### config.mk
export PLATFORM = sky130hd
export DESIGN_NAME = psram_frame_writer_flat
export DESIGN_NICKNAME = d
export VERILOG_FILES = /design/src/rtl/psram_frame_writer_if.sv /design/src/rtl/psram_frame_writer.sv /design/src/flat_wrapper.sv
export SDC_FILE = /design/constraint.sdc
export NUM_CORES = 1
export LEC_CHECK = 0
export CAP_MARGIN = 20
export CORE_ASPECT_RATIO = 1.1
export CORE_MARGIN = 5
export CORE_UTILIZATION = 45
export CTS_CLUSTER_DIAMETER = 80
export DETAILED_ROUTE_END_ITERATION = 10
export GPL_ROUTABILITY_DRIVEN = 0
export PLACE_DENSITY = 0.68
export SLEW_MARGIN = 20
export SYNTH_ARGS = -nofsm -noshare
export SYNTH_HDL_FRONTEND = slang
export SYNTH_SLANG_ARGS = --single-unit
### constraint.sdc
create_clock -name clk_25Mhz -period 5 [get_ports clk_25Mhz]
set_clock_uncertainty 0.05 [all_clocks]
set_input_delay 1 -clock clk_25Mhz [delete_from_list [all_inputs] [get_ports clk_25Mhz]]
set_output_delay 1 -clock clk_25Mhz [all_outputs]
set_load 0.05 [all_outputs]
### src/rtl/psram_frame_writer_if.sv
// Pixel-stream and PSRAM write-bus signals of the frame writer.
// The master side is the frame writer. The slave side is its environment:
// the pixel source, the bus arbiter and the PSRAM pins.
`timescale 1ns/1ps

interface psram_frame_writer_if;
    logic        frame_start;
    logic        pix_valid;
    logic [7:0]  pix_data;
    logic        pix_ready;
    logic        mem_req;
    logic        mem_gnt;
    logic [22:0] MemAdr;
    logic [15:0] MemDataOut;
    logic        MemDataOE;
    logic        MemWR;
    logic        MemOE;
    logic        RamCE;
    logic        RamLB;
    logic        RamUB;
    logic        frame_done;

    modport master (
        input  frame_start, pix_valid, pix_data, mem_gnt,
        output pix_ready, mem_req, MemAdr, MemDataOut, MemDataOE,
               MemWR, MemOE, RamCE, RamLB, RamUB, frame_done
    );

    modport slave (
        output frame_start, pix_valid, pix_data, mem_gnt,
        input  pix_ready, mem_req, MemAdr, MemDataOut, MemDataOE,
               MemWR, MemOE, RamCE, RamLB, RamUB, frame_done
    );
endinterface

### src/rtl/psram_frame_writer.sv
// PSRAM frame writer: packs pairs of 8-bit palette indices into 16-bit words
// and writes each word into frame memory. The writer uses asynchronous-SRAM
// write timing and requests the shared bus from an external arbiter.
// The even pixel goes in the low byte and the odd pixel in the high byte.
// This matches the display reader.
// All outputs are registered. Their next values are decoded from next_state,
// so each pin changes on the same edge as the state it belongs to.
`timescale 1ns/1ps

module psram_frame_writer #(
    parameter logic [22:0] BASE_ADDR   = 23'd0,
    parameter int unsigned FRAME_WORDS = 153600,
    parameter int unsigned WR_CYCLES   = 2
) (
    input  logic                clk_25Mhz,
    input  logic                reset,
    psram_frame_writer_if.master bus
);

    typedef enum logic [2:0] {
        IDLE  = 3'd0,
        REQ   = 3'd1,
        SETUP = 3'd2,
        WRITE = 3'd3,
        HOLD  = 3'd4
    } state_t;

    localparam logic [22:0] LAST_WORD = 23'(FRAME_WORDS - 1);
    localparam int          CNT_W     = (WR_CYCLES > 1) ? $clog2(WR_CYCLES) : 1;
    localparam logic [CNT_W-1:0] LAST_WR = CNT_W'(WR_CYCLES - 1);

    state_t state;
    state_t next_state;

    logic             half;
    logic [7:0]       low_byte;
    logic [7:0]       high_byte;
    logic [22:0]      word_idx;
    logic             restart_pending;
    logic [CNT_W-1:0] wr_cnt;

    logic        pix_ready_q,  pix_ready_d;
    logic        mem_req_q,    mem_req_d;
    logic [22:0] adr_q,        adr_d;
    logic [15:0] data_q,       data_d;
    logic        data_oe_q,    data_oe_d;
    logic        wr_n_q,       wr_n_d;
    logic        oe_n_q;
    logic        ce_n_q,       ce_n_d;
    logic        lb_n_q,       lb_n_d;
    logic        ub_n_q,       ub_n_d;
    logic        frame_done_q, frame_done_d;

    logic pix_fire;
    logic bus_active;
    logic load_bus;

    // pix_ready is high only in IDLE, so a transfer can happen only in IDLE.
    assign pix_fire = bus.pix_valid && pix_ready_q;

    // State register.
    always_ff @(posedge clk_25Mhz or posedge reset) begin
        if (reset) begin
            state <= IDLE;
        end else begin
            state <= next_state;
        end
    end

    // Next-state decode. A frame_start in IDLE takes the same-cycle pixel as
    // pixel 0, so that pixel never completes a word.
    always_comb begin
        next_state = state;
        case (state)
            IDLE: begin
                if (pix_fire && half && !bus.frame_start) begin
                    next_state = REQ;
                end
            end
            REQ: begin
                if (bus.mem_gnt) begin
                    next_state = SETUP;
                end
            end
            SETUP: begin
                next_state = WRITE;
            end
            WRITE: begin
                if (wr_cnt == LAST_WR) begin
                    next_state = HOLD;
                end
            end
            HOLD: begin
                next_state = IDLE;
            end
            default: begin
                next_state = IDLE;
            end
        endcase
    end

    // Output decode. Address and data are loaded once, on entry to SETUP.
    // They then hold through WRITE and HOLD to cover setup and hold time.
    always_comb begin
        bus_active   = (next_state == SETUP) || (next_state == WRITE) || (next_state == HOLD);
        load_bus     = (state == REQ) && (next_state == SETUP);
        ce_n_d       = !bus_active;
        lb_n_d       = !bus_active;
        ub_n_d       = !bus_active;
        data_oe_d    = bus_active;
        wr_n_d       = (next_state != WRITE);
        mem_req_d    = (next_state != IDLE);
        pix_ready_d  = (next_state == IDLE);
        frame_done_d = (state == HOLD) && (word_idx == LAST_WORD);
        adr_d        = adr_q;
        data_d       = data_q;
        if (load_bus) begin
            adr_d  = BASE_ADDR + word_idx;
            data_d = {high_byte, low_byte};
        end
    end

    // Registered bus pins. Reset releases the bus at once, even mid-write.
    always_ff @(posedge clk_25Mhz or posedge reset) begin
        if (reset) begin
            pix_ready_q  <= 1'b1;
            mem_req_q    <= 1'b0;
            adr_q        <= BASE_ADDR;
            data_q       <= 16'h0000;
            data_oe_q    <= 1'b0;
            wr_n_q       <= 1'b1;
            oe_n_q       <= 1'b1;
            ce_n_q       <= 1'b1;
            lb_n_q       <= 1'b1;
            ub_n_q       <= 1'b1;
            frame_done_q <= 1'b0;
        end else begin
            pix_ready_q  <= pix_ready_d;
            mem_req_q    <= mem_req_d;
            adr_q        <= adr_d;
            data_q       <= data_d;
            data_oe_q    <= data_oe_d;
            wr_n_q       <= wr_n_d;
            oe_n_q       <= 1'b1;
            ce_n_q       <= ce_n_d;
            lb_n_q       <= lb_n_d;
            ub_n_q       <= ub_n_d;
            frame_done_q <= frame_done_d;
        end
    end

    // Datapath: pixel packing, write-pulse timer, word index and restart.
    // A restart requested while a word is in flight is applied when the
    // word finishes.
    always_ff @(posedge clk_25Mhz or posedge reset) begin
        if (reset) begin
            half            <= 1'b0;
            low_byte        <= 8'h00;
            high_byte       <= 8'h00;
            word_idx        <= 23'd0;
            restart_pending <= 1'b0;
            wr_cnt          <= '0;
        end else begin
            case (state)
                IDLE: begin
                    if (bus.frame_start) begin
                        word_idx <= 23'd0;
                        half     <= pix_fire;
                        if (pix_fire) begin
                            low_byte <= bus.pix_data;
                        end
                    end else if (pix_fire) begin
                        if (!half) begin
                            low_byte <= bus.pix_data;
                            half     <= 1'b1;
                        end else begin
                            high_byte <= bus.pix_data;
                            half      <= 1'b0;
                        end
                    end
                end
                REQ: begin
                    if (bus.frame_start) begin
                        restart_pending <= 1'b1;
                    end
                end
                SETUP: begin
                    wr_cnt <= '0;
                    if (bus.frame_start) begin
                        restart_pending <= 1'b1;
                    end
                end
                WRITE: begin
                    wr_cnt <= wr_cnt + 1'b1;
                    if (bus.frame_start) begin
                        restart_pending <= 1'b1;
                    end
                end
                HOLD: begin
                    restart_pending <= 1'b0;
                    if (restart_pending || bus.frame_start) begin
                        word_idx <= 23'd0;
                        half     <= 1'b0;
                    end else if (word_idx == LAST_WORD) begin
                        word_idx <= 23'd0;
                    end else begin
                        word_idx <= word_idx + 23'd1;
                    end
                end
                default: begin
                    half <= 1'b0;
                end
            endcase
        end
    end

    assign bus.pix_ready  = pix_ready_q;
    assign bus.mem_req    = mem_req_q;
    assign bus.MemAdr     = adr_q;
    assign bus.MemDataOut = data_q;
    assign bus.MemDataOE  = data_oe_q;
    assign bus.MemWR      = wr_n_q;
    assign bus.MemOE      = oe_n_q;
    assign bus.RamCE      = ce_n_q;
    assign bus.RamLB      = lb_n_q;
    assign bus.RamUB      = ub_n_q;
    assign bus.frame_done = frame_done_q;

endmodule
### src/flat_wrapper.sv
// flat-port wrapper written by rule: the top's interface ports become plain ports
module psram_frame_writer_flat 
#(
    parameter logic [22:0] BASE_ADDR   = 23'd0,
    parameter int unsigned FRAME_WORDS = 153600,
    parameter int unsigned WR_CYCLES   = 2
)
  (clk_25Mhz, reset, bus_frame_start, bus_pix_valid, bus_pix_data, bus_mem_gnt, bus_pix_ready, bus_mem_req, bus_MemAdr, bus_MemDataOut, bus_MemDataOE, bus_MemWR, bus_MemOE, bus_RamCE, bus_RamLB, bus_RamUB, bus_frame_done);
  psram_frame_writer_if bus_i ();
  input  logic clk_25Mhz;
  input  logic reset;
  input wire logic [$bits(bus_i.frame_start)-1:0] bus_frame_start;
  input wire logic [$bits(bus_i.pix_valid)-1:0] bus_pix_valid;
  input wire logic [$bits(bus_i.pix_data)-1:0] bus_pix_data;
  input wire logic [$bits(bus_i.mem_gnt)-1:0] bus_mem_gnt;
  output wire logic [$bits(bus_i.pix_ready)-1:0] bus_pix_ready;
  output wire logic [$bits(bus_i.mem_req)-1:0] bus_mem_req;
  output wire logic [$bits(bus_i.MemAdr)-1:0] bus_MemAdr;
  output wire logic [$bits(bus_i.MemDataOut)-1:0] bus_MemDataOut;
  output wire logic [$bits(bus_i.MemDataOE)-1:0] bus_MemDataOE;
  output wire logic [$bits(bus_i.MemWR)-1:0] bus_MemWR;
  output wire logic [$bits(bus_i.MemOE)-1:0] bus_MemOE;
  output wire logic [$bits(bus_i.RamCE)-1:0] bus_RamCE;
  output wire logic [$bits(bus_i.RamLB)-1:0] bus_RamLB;
  output wire logic [$bits(bus_i.RamUB)-1:0] bus_RamUB;
  output wire logic [$bits(bus_i.frame_done)-1:0] bus_frame_done;
  assign bus_i.frame_start = bus_frame_start;
  assign bus_i.pix_valid = bus_pix_valid;
  assign bus_i.pix_data = bus_pix_data;
  assign bus_i.mem_gnt = bus_mem_gnt;
  assign bus_pix_ready = bus_i.pix_ready;
  assign bus_mem_req = bus_i.mem_req;
  assign bus_MemAdr = bus_i.MemAdr;
  assign bus_MemDataOut = bus_i.MemDataOut;
  assign bus_MemDataOE = bus_i.MemDataOE;
  assign bus_MemWR = bus_i.MemWR;
  assign bus_MemOE = bus_i.MemOE;
  assign bus_RamCE = bus_i.RamCE;
  assign bus_RamLB = bus_i.RamLB;
  assign bus_RamUB = bus_i.RamUB;
  assign bus_frame_done = bus_i.frame_done;
  psram_frame_writer #(.BASE_ADDR(BASE_ADDR), .FRAME_WORDS(FRAME_WORDS), .WR_CYCLES(WR_CYCLES)) u_core (.clk_25Mhz(clk_25Mhz), .reset(reset), .bus(bus_i));
endmodule
# Word level (Yosys, flattened, before mapping)
# Index checks and enable logic that the tools add are counted.
word_totals:
  register_bits: 90
  input_bits: 13
  output_inout_bits: 48
  word_cells: 75
op_classes:
  n_addsub: 2
  eq_ne: 14
  muxes: 20
  n_bitwise: 2
  n_reduce_logical: 22
op_table:
  columns: ["cell", "n"]
  rows:
  - ["23-bit two-way mux", 3]
  - ["23-bit case mux with 2 select lines", 1]
  - ["8-bit two-way mux", 4]
  - ["23-bit by 1-bit adder with 23-bit output, second input constant", 1]
  - ["23-bit by 18-bit == test with 1-bit output, second input constant", 1]
  - ["3-bit by 2-bit == test with 1-bit output, second input constant", 4]
  - ["3-bit case mux with 4 select lines", 1]
  - ["3-bit two-way mux", 3]
  - ["3-bit == test, second input constant", 2]
  - ["3-bit zero test", 2]
  - ["2-bit inequality test, second input constant", 3]
  - ["3-bit by 2-bit inequality test with 1-bit output, second input constant", 2]
  - ["3-bit AND reduction", 2]
  - ["2-bit nonzero test", 3]
  - ["1-bit logical AND", 5]
  - ["1-bit two-way mux", 5]
  - ["1-bit case mux with 2 select lines", 2]
  - ["2-bit AND reduction", 2]
  - ["4-bit AND reduction", 1]
  - ["3-bit by 1-bit == test with 1-bit output, second input constant", 1]
  - ["1-bit logical OR", 3]
  - ["1-bit case mux with 3 select lines", 1]
  - ["3-bit nonzero test", 1]
  - ["3-bit OR reduction", 1]
  - ["4 further kinds", 6]

# Depth between registers and ports, before layout
# Gate-level depths: netlist of run 1.
logic_depth:
  ltp_word: 9
  depth_mapped: 8
  depth_no_buf: 6

# Least setup slack after synthesis of run 1
# Ideal clock, no wire load.
synth_path:
  path_type: "input port to flip-flop"
  from: "input bus_frame_start"
  to: "register u_core.word_idx[17]"
  setup_time_ns: 0.069
  arrival_ns: 2.246
  required_time_ns: 4.881
  setup_slack_ns: 2.635
  cell_stages: 5
  n_path_buf: 1
  cell_sequence: "or4_1 > buf_2 > a21o_1 > or3_1 > nand3_1"
synth_between:
  elab_chain_len: 3
  elab_cells_between_ends: 5
  cone_classes: "1 x eq/ne; 2 x mux; 2 x reduce/logical"
synth_rtl:
  columns: ["item", "line_no", "text"]
  rows:
  - ["start, declared", "flat_wrapper.sv:12", "input wire logic [$bits(bus_i.frame_start)-1:0] bus_frame_start;"]
  - ["1-bit logical OR", "psram_frame_writer.sv:201", "if (restart_pending || bus.frame_start) begin"]
  - ["23-bit two-way mux", "psram_frame_writer.sv:201", null]
  - ["23-bit case mux with 2 select lines", "psram_frame_writer.sv:164", "case (state)"]
  - ["end signal, assigned", "psram_frame_writer.sv:207", "word_idx <= word_idx + 23'd1;"]
  - ["end, declared", "psram_frame_writer.sv:38", "logic [22:0] word_idx;"]
# Several ways; a longest one is shown, not always the timed one.
# A chain may end at the register's enable or synchronous reset.

# Final worst setup path of run 1
layout_path:
  from: "input bus_frame_start"
  to: "register u_core.word_idx[14]"
# The elaborated chain is that of the path after synthesis.

==> metrics.cfg, run 1 <==
[critical_path]
worstSetupEndpointType = register
critical_path.max_stage_delay_ps = 700
cpLargestDelayFamily = compound AO/OA/AOI/OAI gates
r2r_slack_ps = 2400
startpoint_type = input port
worst-path-buf-inv = 1
ff2ff_path_depth = 6
cp.arrival_ps = 3120
critPathRequiredTime_ps = 5230
path_cells = clkdlybuf4s50_1 -> or4_1 -> a21oi_4 -> a41oi_1 -> a31oi_1
cp_slowest_cell = or4_1
cp.depth = 5
crit_path_max_fanout = 22
path_class = in2reg

[min_path]
hold_path_class = reg2reg
hold_path_depth = 1

[floorplan]
die_h_um = 107
initial_core_util_pct = 45.9
dieArea_sq_um = 10500
rows = 35
core-area_sq_um = 8360
ioPinCount = 61
die_w_um = 98.1

[yosys]
synth_nets = 326
yosysTopAreaCellShare_pct = 56.7
synth_edf_count = 0
synth_area_sq_um = 3840
synth_seq_cells = 90
syn_inst = 312
synthSimpleGateAreaFrac_pct = 12.1
synth_xor_area_share_pct = 1.60
seq_area_frac_synth_pct = 58.7
synth_top_family_by_area = multiplexers
avgSynthCellArea_sq_um = 12.3
synth.area.top_cells = dfrtp_1 (57%), mux2_2 (16%), dfstp_2 (2.1%)
synth_cell_types = 48
yosys.area_share.adder_pct = 0.326
yosys.area.top_type = dfrtp_1
synth_mux_area_share_pct = 16.4
async_reset_ff_share_pct = 100
dominantRegCellSynth = dfrtp_1
yosysWarningCount = 0
synth_compound_area_share_pct = 7.10

[cts]
clk_pin_slew_ps = 100
clockBufferDepth = 2
cts_tree = done
ctsResizeCount = 0
cts_num_sinks = 90
ctsHoldBuffers = 0
postCtsSetupBuffers = 0
htreeDepth = 3
root_buffer = clkbuf_8
clkLatencyLatePin_ps = 360
numCtsBuffers = 9

[timing]
hold_violations = 0
fmax_ghz = 0.347
drv_slew = 0
finalSetupViolations = 0
final.period_utilization_pct = 57.7
setup_ws_ps = 2110
tightest_slew_ps = 950
fin_crit_ps = 2890
fin_tns_setup_ps = 0
grt_setup_unrepaired = no
relSlewSlack_pct = 36.6
whs_ps = 451

[final_layout]
layout.nets = 383
syn_to_final_growth_pct = 23.2
fin_util_pct = 56.6
n_antenna_cell = 0
drive_gt1_share_pct = 23.8

[global_routing]
grt_pass1_wl_mm = 13.0
grt_pass1_vias = 2669
antenna_found_initial = 0
grt_max_degree = 63
grt_use_total_pct = 15.4
grt-ovfl-total = 0

[routing]
drt_wl_total_mm = 7.52
vias = 2597
drcViolationCount = 0
drt_iter0_drc = 140
routed_via_density = 5.35
wl_per_cell_um = 15.5
firstDrtPassIters = 4
ant_nets = 0

[placement]
dp_hpwl_mm = 5.29
io_buffers = 59
place_ws_ps = 1760

[status]
status = complete, no violations

[power_and_ir_drop]
p_leak_uw = 0.00206
power_uw = 2390
ir_drop_mv = 0.459
powerDensity_nw_per_um2 = 505

[run]
cap_violations = 0

-- registers in the layout (all words and copies together) (netlist names) --
register,cells
u_core.bus.MemWR,1
u_core.bus.frame_done,1
u_core.bus.MemAdr,23
u_core.bus.MemDataOE,1
u_core.bus.mem_req,1
u_core.bus.RamCE,1
u_core.restart_pending,1
u_core.wr_cnt,1
u_core.bus.pix_ready,1
u_core.word_idx,23
u_core.half,1
u_core.low_byte,8
u_core.state,3
u_core.high_byte,8
u_core.bus.MemDataOut,16
-- stage by stage --
stage	std cells	area [sq um]
2_1_floorplan	312	3840
3_3_place_gp	469	4520
3_5_place_dp	469	4520
4_1_cts	485	4730
5_1_grt	485	4730
6_report	485	4730
-- cells in the mapped netlist (2+ instances only) --
cell	number
dfrtp_1	87
mux2_2	55
nand2_1	21
nand3_1	13
a21oi_1	11
nor2_1	11
clkbuf_1	10
inv_1	10
o21ai_1	9
nand4_1	8
o21ai_0	8
a31oi_1	7
xor2_1	7
buf_4	4
and4_1	3
dfstp_2	3
nor3_1	3
nor4b_1	3
or3_1	3
a22o_1	2
a41oi_1	2
and3_1	2
buf_2	2
nand2b_1	2
nor2b_1	2
nor4_1	2
-- layout by cell type, fill, tap and decap left out, types with 2 or more instances in the layout --
cell type	n
clkbuf_8	9
clkdlybuf4s50_1	59
nor4b_1	3
dfrtp_1	87
nor2b_1	2
inv_6	5
nor2_1	11
inv_1	9
a31oi_1	7
a22o_1	2
o21ai_1	9
nor3_1	2
nand4_1	8
a41oi_1	2
nand2_1	21
a21oi_1	11
xor2_1	7
mux2_2	55
buf_4	5
nor4_1	2
and3_1	2
nand2b_1	2
and4_1	3
dfstp_2	3
nand3_1	13
o21ai_0	8
or3_1	3
-- per-layer routing --
metal	share of wire [%]	track usage, %
met5	0	0
met1	43	19.0
met4	0.76	5.64
met3	7.7	5.40
met2	49	24.9
-- where the power goes --
part,internal [uW],leakage (uW),switching [uW]
clock,240,0.000102,276
sequential,899,0.00118,96.7
combinational,341,0.000772,536
total,1480,0.00206,908
-- path summary, 6_finish.rpt --
path | from | to
setup / recovery | bus_frame_start | u_core.word_idx[14]$_DFFE_PP0P_
hold / removal | u_core.low_byte[1]$_DFFE_PP0P_ | u_core.bus.MemDataOut[1]$_DFFE_PP0P_
setup reg to reg | u_core.word_idx[0]$_DFFE_PP0P_ | u_core.word_idx[21]$_DFFE_PP0P_
hold reg to reg | u_core.low_byte[1]$_DFFE_PP0P_ | u_core.bus.MemDataOut[1]$_DFFE_PP0P_
max in group asynchronous | reset | u_core.word_idx[15]$_DFFE_PP0P_
min in group asynchronous | reset | u_core.bus.MemDataOut[11]$_DFFE_PP0P_
-- logic make-up (layout without fill, tap and decap cells) --
kind of cell,count (synthesis),in the layout
muxes,56,56
xor gates and xnor gates,7,7
buffers and inverters,28,90
other,1,1
AOI/OAI and AO/OA,45,45
and+or+nand+nor,84,84
DFF,90,90
adders and majority gates,1,1
-- final cells by class --
class | count | area, sq um
repair buffers | 64 | 628
flip-flops and latches | 90 | 2260
multi-input cells | 194 | 1460
clock inverters | 7 | 81.3
inverters | 10 | 40.0
fillers | 705 | 3630
well taps | 111 | 139
clock buffers | 9 | 124
Note: power is estimated with default switching activity, not from simulation.
==> inputs of run 2 (changes only) <==
Clock period 5 ns to 2.76 ns, I/O delays scaled along.
==> run 2 against run 1 <==
Routed wire length increased by 0.73%. Sequential share of layout area fell by 0.81 points. Setup slack got worse by 1700 ps. Sequential power increased by 82%. Cell count rose by 1.6%. Sequential cell count stayed put. Total power rose by 79%. Count of clock-buffer cells in the layout did not move. Clock power up 67%. Die area is the same. Largest cell class unchanged. Via count up 1.2%.
==> metrics.cfg, run 2 (synthesized netlist as in run 1, its figures left out) <==
[critical_path]
path_class = reg2out
startpoint_type = register
cp.arrival_ps = 1750
startpoint = u_core.bus.pix_ready$_DFF_PP1_
path_cells = clkdlybuf4s50_1
critical_path.max_stage_delay_ps = 820
rr_startpoint = u_core.state[2]$_DFF_PP0_
cp_slowest_cell = clkdlybuf4s50_1
cpLargestDelayFamily = buffers and inverters
critPathRequiredTime_ps = 2160
worst-path-buf-inv = 1
worstSetupEndpointType = output pin
crit_path_max_fanout = 4

[routing]
vias = 2627
wl_per_cell_um = 15.4
firstDrtPassIters = 4
drt_wl_total_mm = 7.58
drt_iter0_drc = 86
ant_nets = 0
routed_via_density = 5.33
drcViolationCount = 0

[final_layout]
drive_gt1_share_pct = 25.1
final_cell_mix = dfrtp_1 (87), clkdlybuf4s50_1 (59), mux2_2 (55)
n_antenna_cell = 0
filler_cell_count = 698
multi_input_area_sq_um = 1460
layout.nets = 391
final-seq-area_sq_um = 2260
fin_util_pct = 57.5
syn_to_final_growth_pct = 25.4
final_common_cell = dfrtp_1

[floorplan]
die_h_um = 107
die_w_um = 98.1
initial_core_util_pct = 45.9
dieArea_sq_um = 10500
rows = 35
ioPinCount = 61
core-area_sq_um = 8360

[global_routing]
antenna_found_initial = 0
grt_pass1_vias = 2720
grt_max_degree = 30
grt-ovfl-total = 0
grt_use_total_pct = 15.3
grt_pass1_wl_mm = 13.0

[power_and_ir_drop]
combPwrFrac_pct = 37.5
p_int_uw = 2620
swShare_pct = 38.9
power_switching_uw = 1660
seqPwrFrac_pct = 42.3
clockPowerShare_pct = 20.2
powerDensity_nw_per_um2 = 889
ir_drop_mv = 0.731
p_leak_uw = 0.00210

[timing]
fin_tns_setup_ps = 0
grt_setup_unrepaired = no
tightest_slew_ps = 564
final.period_utilization_pct = 85.2
fin_crit_ps = 2350
drv_slew = 0
hold_violations = 0
fmax_ghz = 0.425
finalSetupViolations = 0
relSlewSlack_pct = 62.0

[cts]
numCtsBuffers = 9
cts_num_sinks = 90
htreeDepth = 3
clkLatencyLatePin_ps = 360
postCtsSetupBuffers = 0
ctsResizeCount = 0
cts_tree = done
clk_pin_slew_ps = 90
clockBufferDepth = 2
ctsHoldBuffers = 0
root_buffer = clkbuf_8

[min_path]
min_from = u_core.bus.MemAdr[15]$_DFFE_PP0P_
hold_path_class = reg2reg

[placement]
io_buffers = 59
dp_hpwl_mm = 5.45

[run]
cap_violations = 0

[status]
status = complete, no violations

run 2: final cells by class:
class / instances / area share, %
timing repair buffer: 72 / 15.1
multi-input combinational: 194 / 30.3
sequential: 90 / 46.9
clock inverter: 7 / 1.43
tap: 111 / 2.89
clock buffer: 9 / 2.57
inverter: 10 / 0.858
run 2: worst paths after layout:
kind / endpoint / slack (ps) / cells after the start
worst max-delay path: bus_pix_ready / 410 / 1
worst min-delay path: u_core.bus.MemAdr[15]$_DFFE_PP0P_ / 460 / 1
worst max register to register: u_core.word_idx[16]$_DFFE_PP0P_ / 440 / 6
worst min register to register: u_core.bus.MemAdr[15]$_DFFE_PP0P_ / 460 / 1
max in group asynchronous: u_core.bus.pix_ready$_DFF_PP1_ / 1550 / 3
min in group asynchronous: u_core.bus.MemDataOut[15]$_DFFE_PP0P_ / 510 / 2
run 2: power by group through the flow:
stage / clock (uW) / combinational [uW] / sequential [uW]
floorplan: 0 / 636 / 2310
global placement: 0 / 1600 / 1820
detailed placement: 0 / 1620 / 1840
CTS: 886 / 1620 / 1810
global route: 955 / 1700 / 1860
finish: 864 / 1600 / 1810
run 2: metrics by stage:
| step | instances | power, uW | setup WS (ps) | area (sq um) | hold slack [ps] |
|---|---|---|---|---|---|
| global route | 493 | 4520 | 296 | 4810 | 481 |
| CTS | 493 | 4320 | 386 | 4810 | 465 |
| finish | 493 | 4280 | 408 | 4810 | 462 |
| detailed placement | 477 | 3460 | 239 | 4620 | 441 |
| global placement | 477 | 3420 | 280 | 4620 | 434 |
| floorplan | 312 | 2950 | 721 | 3840 | 419 |
run 2: per-layer routing:
| metal | GRT usage (%) | vias to the layer above | wire length (um) | share of wire (%) |
|---|---|---|---|---|
| met5 | 0 | - | 0 | 0 |
| met3 | 6.18 | 7 | 582 | 7.7 |
| li1 | - | 1242 | - | - |
| met4 | 4.75 | 0 | 74 | 0.98 |
| met1 | 19.4 | 1309 | 3310 | 44 |
| met2 | 24.2 | 69 | 3610 | 48 |
==> patch 1: new RTL, flow settings as in run 2 <==
`WR_CYCLES` is set to 2 in 2 places; all go to 1.
--- a/src/rtl/psram_frame_writer.sv
+++ b/src/rtl/psram_frame_writer.sv
@@ -11,5 +11,5 @@
     parameter logic [22:0] BASE_ADDR   = 23'd0,
     parameter int unsigned FRAME_WORDS = 153600,
-    parameter int unsigned WR_CYCLES   = 2
+    parameter int unsigned WR_CYCLES   = 1
 ) (
     input  logic                clk_25Mhz,
--- a/src/flat_wrapper.sv
+++ b/src/flat_wrapper.sv
@@ -4,5 +4,5 @@
     parameter logic [22:0] BASE_ADDR   = 23'd0,
     parameter int unsigned FRAME_WORDS = 153600,
-    parameter int unsigned WR_CYCLES   = 2
+    parameter int unsigned WR_CYCLES   = 1
 )
   (clk_25Mhz, reset, bus_frame_start, bus_pix_valid, bus_pix_data, bus_mem_gnt, bus_pix_ready, bus_mem_req, bus_MemAdr, bus_MemDataOut, bus_MemDataOE, bus_MemWR, bus_MemOE, bus_RamCE, bus_RamLB, bus_RamUB, bus_frame_done);
Function: changed (a bounded check fails within 10 cycles, from zero or initial values and one cycle with reset high).
==> patch 1 against run 2 <==
First-iteration DRC count down 4.7%; clock power increased by 15%; largest cell class unchanged; routed wire length shrank 2.3%; sequential cell count did not move; hold slack got worse by 28 ps; area after synthesis grew 1.4%; setup slack improved by 8.2 ps; highest routed layer unchanged; final area grew 0.81%; total power is 5.4% higher; core utilization up 0.16 points; die area increased by 1.2%.
==> patch 1: results <==
export IMPL_synth_seq_area_share=0.580
export IMPL_cellLeakagePower_nw=2.10
export IMPL_via_count=2533
export IMPL_nNetsFinal=382
export IMPL_drive_gt1_frac=0.241
export IMPL_yosys_warnings=0
export IMPL_pre_cts_ws_ps=318
export IMPL_synth_compound_area_frac=0.0746
export IMPL_place_area_um2=4630
export IMPL_place_hpwl_um=5050
export IMPL_ir_drop_mv=0.668
export IMPL_post_cts_buffers=0
export IMPL_syn_nets=322
export IMPL_synth_fa_ha_area_frac=0.00321
export IMPL_maxSlewHeadroom=0.418
export IMPL_grt_pass1_wl_um=13000
export IMPL_synthDistinctLibCells=53
export IMPL_grt_util_met3=0.0415
export IMPL_grt_use_met1=0.200
export IMPL_yosys_top_cells_count="dfrtp_1, mux2_2, nor2_1"
export IMPL_grt_start_max_net_pins=91
export IMPL_syn_inst=308
export IMPL_vias_per_cell=5.23
export IMPL_dp_cells=468
export IMPL_dr_first_iter_drc_count=82
export IMPL_met2_usage=0.243
export IMPL_postRouteWirelength_um=7400
export IMPL_synth_area_top_cells="dfrtp_1, mux2_2, mux2_1"
export IMPL_status="complete, no violations"
export IMPL_synth_xor_area_frac=0.0225
export IMPL_gr_usage_all_layers=0.152
-- patch 1: kinds of logic after synthesis --
kind of cell,after synthesis
other cells,1
compound gates,42
buf+inv,24
mux,55
fa+ha+maj,1
simple gates,85
flops,90
xor+xnor,10
-- patch 1: report_power, final --
group	internal, W	total (W)	switching (W)
sequential	0.00164	0.00182	0.000180
clock	0.000519	0.000995	0.000476
combinational	0.000666	0.00169	0.00102
-- patch 1: final timing paths --
| path | startpoint | to | slack (ps) | cells after the start |
|---|---|---|---|---|
| max in group asynchronous | reset | u_core.bus.pix_ready | 1690 | 3 |
| worst min register to register | u_core.wr_cnt | u_core.wr_cnt | 430 | 1 |
| worst max-delay path | u_core.bus.pix_ready | bus_pix_ready | 420 | 1 |
| worst min-delay path | u_core.wr_cnt | u_core.wr_cnt | 430 | 1 |
| worst max register to register | u_core.word_idx[11] | u_core.word_idx[9] | 570 | 5 |
| min in group asynchronous | reset | u_core.bus.MemAdr[7] | 630 | 3 |
-- patch 1: per-layer routing --
metal / vias to the layer above / wire, µm
met5: - / 0
met4: 0 / 96
met3: 8 / 390
met2: 55 / 3490
met1: 1246 / 3430
li1: 1224 / -
-- patch 1: final cells by class --
| type | count | area (µm²) |
|---|---|---|
| fill | 710 | 3560 |
| inverter | 9 | 37.5 |
| timing repair buffer | 64 | 653 |
| clock inverter | 7 | 101 |
| multi-input combinational | 194 | 1540 |
| sequential | 90 | 2260 |
| tap | 111 | 139 |
| clock buffer | 9 | 124 |
-- patch 1: worst register-to-register path: cells and delay by family, from the launching register on --
family	cells	cell delay, ps
compound gates	1	350
simple gates	4	1230
flops	1	450
==> patch 2: new RTL, config.mk and constraints of run 2 <==
Without the edit above. One comparison of `word_idx` changes from == to >=.
--- a/src/rtl/psram_frame_writer.sv
+++ b/src/rtl/psram_frame_writer.sv
@@ -202,5 +202,5 @@
                         word_idx <= 23'd0;
                         half     <= 1'b0;
-                    end else if (word_idx == LAST_WORD) begin
+                    end else if (word_idx >= LAST_WORD) begin
                         word_idx <= 23'd0;
                     end else begin
Formal check against the unedited RTL: same outputs for any inputs over 10 cycles, from zero or initial values and one cycle with reset high; that may be too few to reach the edited logic, so the function may still have changed.
==> patch 2 against run 2 <==
Sequential cell count unchanged; setup slack better by 2.4 ps; total power down 0.93%; largest cell class unchanged; critical path type unchanged; highest routed layer unchanged; area after synthesis down 1.2%; routed wire length down 9.8%; register-to-register slack better by 310 ps; final area down 2.4%.
==> patch 2: results <==
export IMPL_wl_met2_um=3210
export IMPL_cellLeakagePower_nw=2.13
export IMPL_dr_first_iter_drc_count=148
export IMPL_place_hpwl_um=4750
export IMPL_ir_drop_mv=0.752
export IMPL_grt_pass1_wl_um=11800
export IMPL_synth_fa_ha_area_frac=0.00330
export IMPL_hp_start="u_core.bus.MemAdr[10]"
export IMPL_gr_usage_all_layers=0.140
export IMPL_drive_gt1_frac=0.251
export IMPL_nNetsFinal=368
export IMPL_yosys_top_cells_count="dfrtp_1, mux2_2, nor2_1"
export IMPL_fillers=735
export IMPL_synth_seq_area_share=0.595
export IMPL_synth_area_top_cells="dfrtp_1, mux2_2, nor2_1"
export IMPL_vias_per_cell=5.16
export IMPL_synthDistinctLibCells=52
export IMPL_drt_met1_wl_um=3070
export IMPL_place_area_um2=4530
export IMPL_syn_nets=304
export IMPL_synth_compound_area_frac=0.0455
export IMPL_grt_start_max_net_pins=91
export IMPL_r2r_start="u_core.word_idx[12]"
export IMPL_muxShareOfSynthArea=0.169
export IMPL_pre_cts_ws_ps=267
export IMPL_path_max_fanout=4
export IMPL_met3_length_um=444
export IMPL_grt_pass1_vias=2495
export IMPL_status="complete, no violations"
export IMPL_wl_per_cell_um=14.5
[patch 2: area by class of cell]
class | count | area (µm²) | area share
Clock buffer | 10 | 128 | 0.0272
Clock inverter | 6 | 43.8 | 0.00932
Inverter | 6 | 26.3 | 0.00559
Multi-Input combinational cell | 182 | 1460 | 0.310
Sequential cell | 90 | 2260 | 0.480
Tap cell | 111 | 139 | 0.0296
Timing Repair Buffer | 65 | 648 | 0.138
[patch 2: logic make-up (layout without fill, tap and decap cells)]
| family | after synthesis | after routing |
|---|---|---|
| multiplexers | 57 | 57 |
| buffers and inverters | 18 | 87 |
| flip-flops | 90 | 90 |
| other | 1 | 1 |
| AO/OA/AOI/OAI | 24 | 24 |
| AND/OR/NAND/NOR | 86 | 86 |
| adder cells (fa/ha/maj) | 1 | 1 |
| XOR/XNOR | 13 | 13 |
[patch 2: per-layer routing]
layer	global-route usage	vias up
met3	0.0427	10
li1	-	1150
met2	0.225	68
met4	0.0593	0
met1	0.176	1198
met5	0	-
[patch 2: worst register-to-register path, stage by stage (launching register included)]
cell,delay [ps]
dfrtp_1,450
a2111oi_0,520
o2111ai_1,250
a21oi_2,300
nor2_2,50
buf_4,200
nor2_1,130
[patch 2: power breakdown]
| part | total (W) | internal, W | switching, W |
|---|---|---|---|
| sequential | 0.00182 | 0.00164 | 0.000187 |
| clock | 0.000787 | 0.000327 | 0.000461 |
| combinational | 0.00163 | 0.000649 | 0.000979 |
| total | 0.00424 | 0.00261 | 0.00163 |
[patch 2: final timing paths]
kind	depth (start not counted)	endpoint	slack (ps)
setup / recovery	1	bus_pix_ready	410
min in group asynchronous	3	u_core.bus.MemDataOut[3]	610
hold reg to reg	1	u_core.bus.MemAdr[10]	440
hold / removal	1	u_core.bus.MemAdr[10]	440
max in group asynchronous	3	u_core.bus.RamCE	1660
setup reg to reg	6	u_core.word_idx[20]	750
[patch 2: metrics by stage]
stage,util,cells,power [W]
3_3_place_gp,0.544,454,0.00348
2_1_floorplan,-,290,0.00301
5_1_grt,0.565,470,0.00447
6_report,0.565,470,0.00424
4_1_cts,0.565,470,0.00429
3_5_place_dp,0.544,454,0.00350
